==> config.mk <==
export PLATFORM = sky130hd
export DESIGN_NAME = tx_route_logic_flat
export DESIGN_NICKNAME = d
export VERILOG_FILES = /design/src/rtl/tx_route_logic_if.sv /design/src/rtl/tx_route_logic.sv /design/src/flat_wrapper.sv
export SDC_FILE = /design/constraint.sdc
export NUM_CORES = 1
export LEC_CHECK = 0
export ABC_AREA = 1
export BUFFER_PORTS_ARGS = -buffer_cell sky130_fd_sc_hd__buf_4
export CAP_MARGIN = 25
export CORE_MARGIN = 10
export CORE_UTILIZATION = 56
export CTS_CLUSTER_SIZE = 28
export DETAILED_ROUTE_END_ITERATION = 10
export PLACE_DENSITY = 0.95
export SYNTH_ARGS = -nofsm -noshare
export SYNTH_HDL_FRONTEND = slang
export SYNTH_SLANG_ARGS = --single-unit
==> constraint.sdc <==
create_clock -name clk -period 4.7 [get_ports clk]
set_input_delay 0.705 -clock clk [delete_from_list [all_inputs] [get_ports clk]]
set_output_delay 0.705 -clock clk [all_outputs]
set_load 0.05 [all_outputs]
==> src/rtl/tx_route_logic_if.sv <==
// Router output-stage bundle: FIFO pop side, five two-phase tx channels and status.
// master = the tx stage itself, slave = FIFO, neighbours and observers.
interface tx_route_logic_if #(
   parameter int unsigned SIZE = 8
);
   logic                fifo_empty;
   logic                fifo_read;
   logic [SIZE-1:0]     fifo_data_out;
   logic [4:0]          tx_req;
   logic [4:0]          tx_ack;
   logic [SIZE*5-1:0]   tx_data;
   logic                drop_pulse;
   logic [15:0]         sent_count;

   modport master (
      input  fifo_empty, fifo_data_out, tx_ack,
      output fifo_read, tx_req, tx_data, drop_pulse, sent_count
   );

   modport slave (
      output fifo_empty, fifo_data_out, tx_ack,
      input  fifo_read, tx_req, tx_data, drop_pulse, sent_count
   );
endinterface

==> src/rtl/tx_route_logic.sv <==
// Router output stage: pops one flit at a time, XY-routes it by destination id and
// launches it on a two-phase req/ack channel (0 local, 1 N, 2 S, 3 E, 4 W).
// Flits with an out-of-mesh destination are discarded with a one-cycle drop pulse.
module tx_route_logic #(
   parameter int unsigned SIZE   = 8,
   parameter int unsigned ADDR_W = 4,
   parameter int unsigned COLS   = 4,
   parameter int unsigned ROWS   = 4,
   parameter int unsigned id     = 0
) (
   input  logic             clk,
   input  logic             reset,
   tx_route_logic_if.master bus
);

   localparam int unsigned NODES = ROWS * COLS;
   localparam int unsigned MY_X  = id % COLS;
   localparam int unsigned MY_Y  = id / COLS;

   localparam logic [2:0] PORT_LOCAL = 3'd0;
   localparam logic [2:0] PORT_NORTH = 3'd1;
   localparam logic [2:0] PORT_SOUTH = 3'd2;
   localparam logic [2:0] PORT_EAST  = 3'd3;
   localparam logic [2:0] PORT_WEST  = 3'd4;

   logic                fetch_pending_q, fetch_pending_d;
   logic                hold_valid_q, hold_valid_d;
   logic [SIZE-1:0]     hold_q, hold_d;
   logic [4:0]          tx_req_q, tx_req_d;
   logic [SIZE*5-1:0]   tx_data_q, tx_data_d;
   logic                drop_pulse_q, drop_pulse_d;
   logic [15:0]         sent_count_q, sent_count_d;

   int unsigned         dest_id, dest_x, dest_y;
   logic                route_legal;
   logic [2:0]          route_port;
   logic                target_idle;
   logic                launch, drop, fifo_read;

   // XY route of the held flit: X is resolved first, then Y, then local delivery.
   always_comb begin
      dest_id               = '0;
      dest_id[ADDR_W-1:0]   = hold_q[ADDR_W-1:0];
      dest_x                = dest_id % COLS;
      dest_y                = dest_id / COLS;
      route_legal           = (dest_id < NODES);
      route_port            = PORT_LOCAL;
      if (dest_x > MY_X)      route_port = PORT_EAST;
      else if (dest_x < MY_X) route_port = PORT_WEST;
      else if (dest_y > MY_Y) route_port = PORT_SOUTH;
      else if (dest_y < MY_Y) route_port = PORT_NORTH;
   end

   // Launch/drop decision and the pop strobe; a pop may overlap the cycle that frees hold.
   always_comb begin
      target_idle = (tx_req_q[route_port] == bus.tx_ack[route_port]);
      launch      = hold_valid_q && route_legal && target_idle;
      drop        = hold_valid_q && !route_legal;
      fifo_read   = !reset && !bus.fifo_empty && !fetch_pending_q &&
                    (!hold_valid_q || launch || drop);
   end

   // Next state: fetched data lands one cycle after the pop, launches toggle one req bit.
   always_comb begin
      fetch_pending_d = fifo_read;
      hold_valid_d    = hold_valid_q;
      hold_d          = hold_q;
      tx_req_d        = tx_req_q;
      tx_data_d       = tx_data_q;
      sent_count_d    = sent_count_q;
      drop_pulse_d    = drop;
      if (launch || drop) hold_valid_d = 1'b0;
      // The committed pop is taken even if fifo_empty has risen since.
      if (fetch_pending_q) begin
         hold_valid_d = 1'b1;
         hold_d       = bus.fifo_data_out;
      end
      if (launch) sent_count_d = sent_count_q + 16'd1;
      for (int k = 0; k < 5; k++) begin
         if (launch && route_port == 3'(k)) begin
            tx_req_d[k]               = ~tx_req_q[k];
            tx_data_d[SIZE*k +: SIZE] = hold_q;
         end
      end
   end

   // State registers; reset discards any held or in-flight flit.
   always_ff @(posedge clk or posedge reset) begin
      if (reset) begin
         fetch_pending_q <= 1'b0;
         hold_valid_q    <= 1'b0;
         hold_q          <= '0;
         tx_req_q        <= '0;
         tx_data_q       <= '0;
         drop_pulse_q    <= 1'b0;
         sent_count_q    <= '0;
      end else begin
         fetch_pending_q <= fetch_pending_d;
         hold_valid_q    <= hold_valid_d;
         hold_q          <= hold_d;
         tx_req_q        <= tx_req_d;
         tx_data_q       <= tx_data_d;
         drop_pulse_q    <= drop_pulse_d;
         sent_count_q    <= sent_count_d;
      end
   end

   assign bus.fifo_read  = fifo_read;
   assign bus.tx_req     = tx_req_q;
   assign bus.tx_data    = tx_data_q;
   assign bus.drop_pulse = drop_pulse_q;
   assign bus.sent_count = sent_count_q;

endmodule

==> src/flat_wrapper.sv <==
// flat-port wrapper written by rule: the top's interface ports become plain ports
module tx_route_logic_flat 
#(
   parameter int unsigned SIZE   = 8,
   parameter int unsigned ADDR_W = 4,
   parameter int unsigned COLS   = 4,
   parameter int unsigned ROWS   = 4,
   parameter int unsigned id     = 0
)
  (clk, reset, bus_fifo_empty, bus_fifo_data_out, bus_tx_ack, bus_fifo_read, bus_tx_req, bus_tx_data, bus_drop_pulse, bus_sent_count);
  tx_route_logic_if #(.SIZE(SIZE)) bus_i ();
  input  logic clk;
  input  logic reset;
  input wire logic [$bits(bus_i.fifo_empty)-1:0] bus_fifo_empty;
  input wire logic [$bits(bus_i.fifo_data_out)-1:0] bus_fifo_data_out;
  input wire logic [$bits(bus_i.tx_ack)-1:0] bus_tx_ack;
  output wire logic [$bits(bus_i.fifo_read)-1:0] bus_fifo_read;
  output wire logic [$bits(bus_i.tx_req)-1:0] bus_tx_req;
  output wire logic [$bits(bus_i.tx_data)-1:0] bus_tx_data;
  output wire logic [$bits(bus_i.drop_pulse)-1:0] bus_drop_pulse;
  output wire logic [$bits(bus_i.sent_count)-1:0] bus_sent_count;
  assign bus_i.fifo_empty = bus_fifo_empty;
  assign bus_i.fifo_data_out = bus_fifo_data_out;
  assign bus_i.tx_ack = bus_tx_ack;
  assign bus_fifo_read = bus_i.fifo_read;
  assign bus_tx_req = bus_i.tx_req;
  assign bus_tx_data = bus_i.tx_data;
  assign bus_drop_pulse = bus_i.drop_pulse;
  assign bus_sent_count = bus_i.sent_count;
  tx_route_logic #(.SIZE(SIZE), .ADDR_W(ADDR_W), .COLS(COLS), .ROWS(ROWS), .id(id)) u_core (.clk(clk), .reset(reset), .bus(bus_i));
endmodule
=== Yosys cells after proc, flatten, opt, wreduce, memory -nomap -nowiden ===
Cells that the tools add are included.

* Equal/unequal tests: 5
* Mux-type cells: 10
* Reduce and logical (&&, ||, !) cells: 16
* $lt $le $gt $ge: 5
* Bitwise operators: 5
* $add $sub $neg: 1

{| class="wikitable"
|+ Operators by type and width
! kind !! number
|-
| 16-bit by 1-bit adder with 16-bit output (second input constant) || 1
|-
| 1-bit logical AND || 9
|-
| 3-bit two-way mux || 3
|-
| 1-bit binary-select mux with 3-bit select || 2
|-
| 3-bit by 2-bit equality test with 1-bit output (second input constant) || 2
|-
| 1-bit two-way mux || 5
|-
| 1-bit NOT || 5
|-
| 2-bit by 1-bit > comparator with 1-bit output (second input constant) || 2
|-
| 1-bit logical NOT || 4
|-
| 2-bit by 1-bit < comparator with 1-bit output (second input constant) || 2
|-
| 3-bit by 4-bit < comparator with 1-bit output (second input constant) || 1
|-
| 3-bit by 1-bit equality test with 1-bit output (second input constant) || 1
|-
| 3-bit equality test (second input constant) || 1
|-
| 3-bit logical NOT || 1
|-
| 2-bit nonzero test || 1
|-
| 1-bit equality test || 1
|-
| 1-bit logical OR || 1
|}

* Output and inout port bits: 63
* Input port bits: 16
* Flip-flop bits (word level): 71

=== Depth between registers and ports, before layout ===
* Depth in word-level cells: 11
* Mapped depth: 11
* Mapped depth without buffers: 10

=== Worst setup path after synthesis ===
OpenSTA, ideal clock, no wires.

* Path kind: register to output
* Start point: reg u_core.tx_req_q[2] (netlist: u_core.bus.tx_req[2])
* End point: out bus_fifo_read
* Data required time: 3995 ps
* Slack: 2396 ps
* Path buffers: 0
* Stages on the path, launching flop included: 9
* Data arrival time: 1599 ps
* Cells stage by stage: dfrtp_1 -> inv_1 -> nand3_1 -> nand3_1 -> nand2_2 -> nand2_4 -> nand2_1 -> nand2_1 -> inv_1

* Word-level cells in the longest chain between the ends: 6

{| class="wikitable"
|+ RTL lines
! what !! RTL line !! text
|-
| start, declared || tx_route_logic.sv:29 || <nowiki>logic [4:0] tx_req_q, tx_req_d;</nowiki>
|-
| start signal, assigned || tx_route_logic.sv:101 || <nowiki>tx_req_q <= tx_req_d;</nowiki>
|-
| 1-bit binary-select mux with 3-bit select || tx_route_logic.sv:56 || <nowiki>target_idle = (tx_req_q[route_port] == bus.tx_ack[route_port]);</nowiki>
|-
| 1-bit two-way mux (implied by the code) || tx_route_logic.sv:56 ||
|-
| 1-bit equality test || tx_route_logic.sv:56 ||
|-
| 1-bit logical AND || tx_route_logic.sv:57 || <nowiki>launch = hold_valid_q && route_legal && target_idle;</nowiki>
|-
| 1-bit logical OR || tx_route_logic.sv:60 || <nowiki>(!hold_valid_q || launch || drop);</nowiki>
|-
| 1-bit logical AND || tx_route_logic.sv:59 || <nowiki>fifo_read = !reset && !bus.fifo_empty && !fetch_pending_q &&</nowiki>
|-
| end, declared || flat_wrapper.sv:17 || <nowiki>output wire logic [$bits(bus_i.fifo_read)-1:0] bus_fifo_read;</nowiki>
|}

Every way passes these cells. The select of a mux whose other input is x is not followed.

=== Worst setup path in the final report ===
* Start point: reg u_core.hold_q[0]
* End point: out bus_fifo_read

* Word-level cells in the longest chain between the ends: 9
* Elaborated cells on any way between the ends: 12
* Those cells by class: order compare: 2; eq/ne: 1; mux: 6; reduce/logical: 3

{| class="wikitable"
|+ RTL lines
! what !! RTL line !! text
|-
| start, declared || tx_route_logic.sv:28 || <nowiki>logic [SIZE-1:0] hold_q, hold_d;</nowiki>
|-
| start signal, assigned || tx_route_logic.sv:100 || <nowiki>hold_q <= hold_d;</nowiki>
|-
| 2-bit by 1-bit < comparator with 1-bit output || tx_route_logic.sv:49 || <nowiki>else if (dest_x < MY_X) route_port = PORT_WEST;</nowiki>
|-
| 3-bit two-way mux || tx_route_logic.sv:49 ||
|-
| 3-bit two-way mux (*) || tx_route_logic.sv:48 || <nowiki>if (dest_x > MY_X) route_port = PORT_EAST;</nowiki>
|-
| 1-bit binary-select mux with 3-bit select || tx_route_logic.sv:56 ||
|-
| 1-bit two-way mux (implied by the code) || tx_route_logic.sv:56 ||
|-
| 1-bit equality test (*) || tx_route_logic.sv:56 ||
|-
| 1-bit logical AND (*) || tx_route_logic.sv:57 ||
|-
| 1-bit logical OR (*) || tx_route_logic.sv:60 ||
|-
| 1-bit logical AND (*) || tx_route_logic.sv:59 ||
|}

Mark *: on every way between the ends. The rest lies on a longest branch, timed or not. The select of a mux whose other input is x is not followed.

==> impl_metrics.py <==
metrics = {
    "worst_setup_path": {
        "arrival_ps": 2090,
        "required_ps": 3990,
        "crit_fanout": 10,
        "startpoint_type": "register",
        "end_kind": "primary output",
        "crit_type": "reg2out",
    },
    "power_and_ir_drop": {
        "p_leak_nw": 2.01,
        "ir_drop_mv": 0.420,
        "p_per_area_nw_per_um2": 693,
    },
    "floorplanning": {
        "floorplan.initialDensity_pct": 57.3,
        "dieArea_sq_um": 8430,
        "core_sq_um": 5040,
        "die_x_um": 91.8,
        "rows": 26,
        "io_pins": 79,
        "die_h_um": 91.8,
    },
    "global_route": {
        "antenna_found_initial": 0,
        "grt_max_degree": 63,
        "grt_usage_pct": 16.7,
        "grt-ovfl-total": 0,
        "grt_pass1_wl_mm": 11.5,
        "grt_pass1_vias": 2395,
    },
    "placement": {
        "place_inst": 457,
        "dp_hpwl_mm": 4.80,
        "gp_congestion": 0.876,
        "numPortBuffers": 66,
        "placed_area_sq_um": 3360,
    },
    "logic_synthesis": {
        "synth_area_per_cell_sq_um": 8.58,
        "synth_top_family_by_area": "simple AND/OR/NAND/NOR gates",
        "synth_area_leaders": "dfrtp_1, nand2_1, nand4_1, inv_1, buf_4",
        "seq_area_frac_synth_pct": 53.7,
        "synth.distinct_cells": 29,
        "muxShareOfSynthArea_pct": 0,
        "yosys.area_share.simple_pct": 32.1,
        "netlist_area_sq_um": 2890,
        "synth_warnings": 0,
        "synth-adder-area-share_pct": 0.433,
        "synth_xor_area_share_pct": 3.94,
        "synth_top_area_share_pct": 53.7,
        "ys_ff_latch": 62,
        "postSynthCellCount": 337,
        "synth-compound-area-share_pct": 0.736,
        "synth_top_cell_by_area": "dfrtp_1",
    },
    "sta": {
        "finalCritPeriodShare_pct": 59.4,
        "finalSetupTns_ps": 0,
        "hold_slack_ps": 377,
        "fin_crit_ps": 2790,
        "max_freq_ghz": 0.358,
        "hold_viol": 0,
        "slew_violations": 0,
        "relSlewSlack_pct": 44.9,
        "setup_viol": 0,
        "finClkSkew_ps": 10.9,
        "rsz0062_at_grt": "false",
        "worstMarginPinSlew_ps": 827,
    },
    "detailed_routing": {
        "drc": 0,
        "vias_per_cell": 4.94,
        "num_vias": 2338,
        "drt-initial-drc-count": 187,
        "routedWlPerCell_um": 14.1,
        "dr.pass1.iters": 5,
        "ant_nets": 0,
        "routed_wl_mm": 6.69,
    },
    "clock_tree": {
        "cts_max_path_buffers": 2,
        "cts_tree": "done",
        "postCtsSetupBuffers": 0,
        "cts_root_buf": "clkbuf_8",
        "clk_pin_slew_ps": 60,
        "cts_resized": 0,
        "cts.htree.levels": 3,
        "cts_hold_buf": 0,
        "clk_latency_ps": 350,
        "cts_buffers": 9,
        "clkSinkCount": 62,
    },
    "cells_and_area": {
        "fin_util_pct": 70.2,
        "postLayoutCellArea_sq_um": 3540,
        "syn2layout_area_growth_pct": 22.5,
        "fin_nets": 415,
        "antennaDiodeCount": 0,
        "fin_cells": 473,
        "nFillCells": 402,
        "drive_gt1_share_pct": 24.3,
    },
    "outcome": {
        "status": "finished, final reports clean",
    },
    "flow_run": {
        "drv_cap": 0,
    },
    "worst_hold_path": {
        "hp-class": "reg2reg",
    },
}
[where the power goes]
group	switching [mW]	leakage, nW	internal, mW
logic	0.877	1.10	0.308
clock network	0.200	0.0968	0.241
registers	0.150	0.821	0.676
total	1.23	2.01	1.23
[routing by layer]
metal	GRT usage [%]	wire (um)	up-vias
met5	0	0	-
met4	9.25	172	0
met3	4.56	386	15
met2	28.0	3470	72
met1	19.0	2660	1105
li1	-	-	1146
[path summary, 6_finish.rpt]
path / start / endpoint / slack [ps] / depth (start not counted)
setup / recovery: u_core.hold_q[0] / bus_fifo_read / 1910 / 11
hold / removal: u_core.bus.tx_data[11] / u_core.bus.tx_data[11] / 380 / 0
setup reg to reg: u_core.hold_q[0] / u_core.bus.sent_count[13] / 2810 / 10
hold reg to reg: u_core.bus.tx_data[11] / u_core.bus.tx_data[11] / 380 / 0
max in group asynchronous: reset / u_core.bus.sent_count[15] / 3610 / 3
min in group asynchronous: reset / u_core.bus.tx_data[29] / 600 / 3
[synthesized netlist by cell type, drive strengths merged]
| library cell | number |
|---|---|
| clkbuf | 10 |
| buf | 16 |
| xor2 | 9 |
| a31oi | 1 |
| conb | 1 |
| nor3 | 4 |
| inv | 25 |
| nand2 | 149 |
| xnor2 | 4 |
| o21ai | 3 |
| ha | 1 |
| dfrtp | 62 |
| nand4 | 21 |
| and2 | 1 |
| nand3 | 12 |
| clkinv | 2 |
| nand3b | 1 |
| nor2 | 15 |
[cell families after synthesis]
family / count (synthesis)
AOI/OAI and AO/OA: 4
xor gates and xnor gates: 13
adders and majority gates: 1
buffers and inverters: 53
DFF: 62
other: 1
and+or+nand+nor: 203
[worst max-delay path: stages, from the launching register on]
cell	delay, ps
dfrtp_1	420
nor2_4	240
inv_4	120
nand2_4	80
nand2_1	70
nor2_2	150
nand2_2	130
nand2_4	110
nand2_1	90
nand2_1	100
inv_1	50
buf_4	180
[sequential cells by signal, indices dropped and copies added, names as in the netlist]
register and count:
u_core.bus.tx_req 4, u_core.fetch_pending_q 1, u_core.hold_q 8, u_core.bus.sent_count 16, u_core.bus.tx_data 32, u_core.hold_valid_q 1
[per-stage QoR]
stage                     worst slack, ps  total power [mW]
after global placement               2270              1.97
after global routing                 1750              2.60
after floorplan                      2400              1.72
after CTS                            1920              2.47
final                                1910              2.45
after detailed placement             2190              2.01
[layout by cell type, fill, tap and decap left out, types with 9 or more instances in the layout]
cell | synthesis | final
nand2_1 | 141 | 141
buf_4 | 11 | 67
dfrtp_1 | 62 | 62
inv_1 | 24 | 23
nand4_1 | 19 | 19
nand3_1 | 11 | 11
nor2_1 | 11 | 11
conb_1 | 1 | 10
xor2_1 | 9 | 9
clkbuf_8 | 0 | 9
[final cells by class]
cell class,instances,area (sq um),share of cell area (%)
flip-flops and latches,62,1550,43.8
repair buffers,67,503,14.2
clock buffers,11,131,3.71
well taps,70,87.6,2.47
multi-input cells,231,1110,31.4
clock inverters,5,50.0,1.41
inverters,27,104,2.93
Note: power is estimated with default switching activity, not from simulation.
